$ cat config.mk
export PLATFORM = sky130hd
export DESIGN_NAME = alu_mul_sequencer
export DESIGN_NICKNAME = d
export VERILOG_FILES = /design/src/rtl/alu_mul_sequencer_pkg.sv /design/src/rtl/alu_mul_sequencer.sv
export SDC_FILE = /design/constraint.sdc
export NUM_CORES = 1
export LEC_CHECK = 0
export BUFFER_PORTS_ARGS = -buffer_cell sky130_fd_sc_hd__buf_2
export CORE_MARGIN = 2
export CORE_UTILIZATION = 47
export DETAILED_ROUTE_END_ITERATION = 7
export PLACE_DENSITY = 0.75
export SETUP_SLACK_MARGIN = 0.5
export SLEW_MARGIN = 20
export SYNTH_ARGS = -nofsm -noshare
export SYNTH_HDL_FRONTEND = slang
export SYNTH_SLANG_ARGS = --single-unit
$ cat constraint.sdc
create_clock -name clk -period 4.6 [get_ports clk]
set_clock_uncertainty 0.1 [all_clocks]
set_input_delay 0.92 -clock clk [delete_from_list [all_inputs] [get_ports clk]]
set_output_delay 0.92 -clock clk [all_outputs]
set_load 0.05 [all_outputs]
$ cat src/rtl/alu_mul_sequencer_pkg.sv
// ALU opcode codes shared by the EX-stage ALU and the multiply sequencer.
// Codes are 4 bits; consumers cast them to their own control width.
package alu_mul_sequencer_pkg;

  localparam logic [3:0] ALU_AND = 4'b0000;
  localparam logic [3:0] ALU_OR  = 4'b0001;
  localparam logic [3:0] ALU_ADD = 4'b0010;
  localparam logic [3:0] ALU_SUB = 4'b0110;
  localparam logic [3:0] ALU_SLT = 4'b0111;
  localparam logic [3:0] ALU_SLL = 4'b1000;
  localparam logic [3:0] ALU_SRL = 4'b1001;
  localparam logic [3:0] ALU_NOR = 4'b1100;
  localparam logic [3:0] ALU_XOR = 4'b1101;

endpackage

$ cat src/rtl/alu_mul_sequencer.sv
// Shift-and-add MUL (low WIDTH bits) driven through the EX ALU; 2(k+1)+2 cycles, k = top set bit of op_b.
// Pipeline stalls on busy; start is only taken in IDLE/DONE, flush aborts to IDLE.
module alu_mul_sequencer
  import alu_mul_sequencer_pkg::*;
#(
  parameter int WIDTH      = 32,
  parameter int ALU_CTRL_W = 4
) (
  input  logic                  clk,
  input  logic                  reset,
  input  logic                  start,
  input  logic                  flush,
  input  logic [WIDTH-1:0]      op_a,
  input  logic [WIDTH-1:0]      op_b,
  output logic                  busy,
  output logic                  done,
  output logic [WIDTH-1:0]      product,
  output logic [WIDTH-1:0]      alu_a,
  output logic [WIDTH-1:0]      alu_b,
  output logic [ALU_CTRL_W-1:0] alu_control,
  input  logic [WIDTH-1:0]      alu_result
);

  typedef enum logic [1:0] {
    S_IDLE  = 2'd0,
    S_ADD   = 2'd1,
    S_SHIFT = 2'd2,
    S_DONE  = 2'd3
  } state_e;

  state_e           state_q, state_d;
  logic [WIDTH-1:0] acc_q, acc_d;
  logic [WIDTH-1:0] mcand_q, mcand_d;
  logic [WIDTH-1:0] mplier_q, mplier_d;
  logic [WIDTH-1:0] product_q, product_d;
  logic             busy_q, done_q;
  logic             accept;

  assign accept = start && !flush && (state_q == S_IDLE || state_q == S_DONE);

  always_comb begin
    state_d   = state_q;
    acc_d     = acc_q;
    mcand_d   = mcand_q;
    mplier_d  = mplier_q;
    product_d = product_q;
    case (state_q)
      S_IDLE, S_DONE: begin
        state_d = S_IDLE;
        if (accept) begin
          acc_d    = '0;
          mcand_d  = op_a;
          mplier_d = op_b;
          state_d  = S_ADD;
        end
      end
      S_ADD: begin
        if (mplier_q == '0) begin
          product_d = acc_q;
          state_d   = S_DONE;
        end else begin
          if (mplier_q[0]) acc_d = alu_result;
          state_d = S_SHIFT;
        end
      end
      S_SHIFT: begin
        mcand_d  = alu_result;
        mplier_d = mplier_q >> 1;
        state_d  = S_ADD;
      end
      default: state_d = S_IDLE;
    endcase
    // Abort wins over both a new start and completion; datapath is frozen.
    if (flush) begin
      state_d   = S_IDLE;
      acc_d     = acc_q;
      mcand_d   = mcand_q;
      mplier_d  = mplier_q;
      product_d = product_q;
    end
  end

  always_ff @(posedge clk) begin
    if (reset) begin
      state_q   <= S_IDLE;
      acc_q     <= '0;
      mcand_q   <= '0;
      mplier_q  <= '0;
      product_q <= '0;
      busy_q    <= 1'b0;
      done_q    <= 1'b0;
    end else begin
      state_q   <= state_d;
      acc_q     <= acc_d;
      mcand_q   <= mcand_d;
      mplier_q  <= mplier_d;
      product_q <= product_d;
      busy_q    <= (state_d == S_ADD) || (state_d == S_SHIFT);
      done_q    <= (state_d == S_DONE);
    end
  end

  always_comb begin
    alu_a       = '0;
    alu_b       = '0;
    alu_control = ALU_CTRL_W'(ALU_ADD);
    case (state_q)
      S_ADD: begin
        alu_a = acc_q;
        alu_b = mcand_q;
      end
      S_SHIFT: begin
        alu_a       = mcand_q;
        alu_b       = WIDTH'(1);
        alu_control = ALU_CTRL_W'(ALU_SLL);
      end
      default: ;
    endcase
  end

  assign busy    = busy_q;
  assign done    = done_q;
  assign product = product_q;

endmodule

==> qor.yml <==
outcome:
  status: "finished, final reports clean"
drt:
  dr.first_iter.drc_count: 409
  vias: 6102
  ant_nets: 0
  dr.pass1.iters: 6
  wl_um: 18600
  wl_per_cell_um: 17.2
  vias_per_cell: 5.67
  drcViolationCount: 0
synthesis:
  synthDominantCellAreaShare: 0.416
  postSynthAreaPerCell_um2: 8.61
  synthCells: 738
  synthDistinctLibCells: 31
  yosys-top-cells-area: "dfxtp_1 42%, mux2i_1 9.9%, a211oi_1 7.4%"
  synth-seq-area-share: 0.416
  ys_seq_elements: 132
  ys_warn_count: 0
  yosysTopAreaCell: "dfxtp_1"
  syn_area_um2: 6350
setup_path:
  worstPathCellList: "inv_1 -> ha_2 -> buf_4 -> a21oi_1 -> nor2_1 -> buf_2"
  path_class: "reg -> out"
  r2r_slack_ns: 1.99
  max_stage_delay_ns: 0.49
  reg2reg_from: "state_q[0]"
  worstReg2RegEnd: "acc_q[1]"
  arrival_ns: 2.43
  crit_path_end: "alu_b[0]"
  required_ns: 3.58
  end_kind: "output pin"
  r2r_cells: 8
  startpoint: "state_q[1]"
  critPathMaxFanout: 52
  crit_path_top_delay_cell: "buf_4"
  start_kind: "flip-flop"
layout:
  final_cell_mix: "198 x buf_2, 132 x dfxtp_1, 96 x nor2_1, 67 x a21oi_1"
  area_growth_pct: 23.5
  final_net_count: 992
  layout_commonest_cell: "buf_2"
  final_core_util: 0.592
  drive_above_1_share: 0.280
  antenna_cells: 0
clocking:
  cts_buffer_depth: 2
  clock_sinks: 132
  htree_num_levels: 4
  cts_resized: 0
  insertion_delay_ns: 0.42
  postCtsHoldBufs: 0
  clockRootBuffer: "clkbuf_16"
  tritoncts: "built"
  cts_setup_buffers: 0
  path_clk_slew_ns: 0.05
  cts_buffers: 17
job:
  max-cap-violations: 0
placement:
  place.gp.congestion: 0.784
  port_buffers: 199
  place_hpwl_um: 12000
hold_path:
  min_path_cells: 2
  hp-start: "product[13]"
  hold_path.class: "reg -> reg"
sta:
  slew_headroom: 0.349
  rsz0062_at_grt: "no"
  tns_ns: 0
  post-route-period-util: 0.751
  worstMarginPinSlew_ns: 0.977
  period_minus_slack_ns: 3.45
  hold_violations: 0
  drv_slew: 0
  finalSetupViolCount: 0
  max_freq_ghz: 0.290
power_and_ir_drop:
  vdd_drop_max_mv: 0.236
  power_mw: 2.89
  power_density_nw_per_um2: 368
  p_leak_nw: 3.03
floorplan:
  die_w_um: 120
  num_rows: 42
  io_pins: 202
  start_util: 0.480
  die_y_um: 120
  coreArea_um2: 13200
  dieArea_um2: 14500
global_routing:
  grt_antenna_before_repair: 0
  grt_pass1_vias: 5647
  gr-usage-all-layers: 0.257
  grt_pass1_wl_um: 29600
  globalRouteOverflowTotal: 0
  grt_max_degree: 69
-- where the power goes --
group	internal, mW	switching [mW]	total, mW	leakage [nW]
Clock	0.822	0.468	1.29	0.276
Sequential	1.20	0.0440	1.24	1.08
Combinational	0.120	0.234	0.354	1.67
Total	2.14	0.746	2.89	3.03
-- layout make-up --
class / count / area (um2)
timing repair buffer: 216 / 1130
multi-input combinational: 516 / 3270
inverter: 6 / 22.5
clock inverter: 3 / 42.5
tap: 176 / 220
clock buffer: 27 / 523
sequential: 132 / 2640
fill: 1211 / 5400
-- cell families after synthesis --
kind of cell | Yosys count | share of synthesized area
flip-flops | 132 | 0.416
multiplexers | 63 | 0.0993
other | 1 | 0.000590
adder cells (fa/ha/maj) | 3 | 0.00591
buffers and inverters | 91 | 0.0738
AO/OA/AOI/OAI | 197 | 0.208
AND/OR/NAND/NOR | 251 | 0.197
-- Yosys cell counts --
cell type / instances
nor2b_1: 4
and3_1: 1
buf_1: 6
inv_1: 6
nand3_1: 35
nand2_1: 33
nor4_2: 6
nand4_1: 33
a22oi_1: 32
conb_1: 1
o311a_1: 1
nor3_1: 2
dfxtp_1: 132
and2_1: 33
a21oi_1: 67
buf_2: 35
and4_1: 2
nor4_1: 2
clkbuf_2: 1
nand4_2: 1
buf_4: 4
buf_6: 9
o31ai_1: 32
a211oi_1: 63
nand2b_1: 3
a211oi_2: 1
o31a_1: 1
nor2_1: 96
clkbuf_1: 30
ha_1: 3
mux2i_1: 63
-- worst min path at each step --
| stage | slack [ns] | end |
|---|---|---|
| finish | 0.36 | product[13] |
| CTS | 0.36 | product[0] |
| global route | 0.38 | product[13] |
| detailed placement | 0.35 | product[11] |
| floorplan | 0.35 | acc_q[0] |
| global placement | 0.35 | product[25] |
-- registers in the layout, indices dropped and copies added (netlist names) --
name	flops
mcand_q	32
state_q	2
busy	1
done	1
mplier_q	32
product	32
acc_q	32
-- layer usage --
| layer | vias up | wire (um) | global-route usage |
|---|---|---|---|
| li1 | 2999 | - | - |
| met1 | 2798 | 8400 | 0.342 |
| met2 | 273 | 8390 | 0.404 |
| met3 | 32 | 1300 | 0.0590 |
| met4 | 0 | 463 | 0.102 |
| met5 | - | 0 | 0 |
-- through the flow --
step / setup slack, ns / instances / hold slack (ns) / area [um2]
6_report: 1.15 / 1076 / 0.360 / 7850
5_1_grt: 1.03 / 1076 / 0.382 / 7850
4_1_cts: 1.14 / 1076 / 0.361 / 7850
3_5_place_dp: 1.58 / 1046 / 0.354 / 7280
3_3_place_gp: 1.60 / 1046 / 0.349 / 7280
2_1_floorplan: 1.22 / 739 / 0.346 / 6360
-- critical path: cells and delay by family (launching register included) --
kind	cells	cell delay, ns
AND/OR/NAND/NOR	1	0.23
adder cells (fa/ha/maj)	1	0.43
flip-flops	1	0.33
buffers and inverters	3	0.86
AO/OA/AOI/OAI	1	0.17
Power figures use the tool's default switching activity.
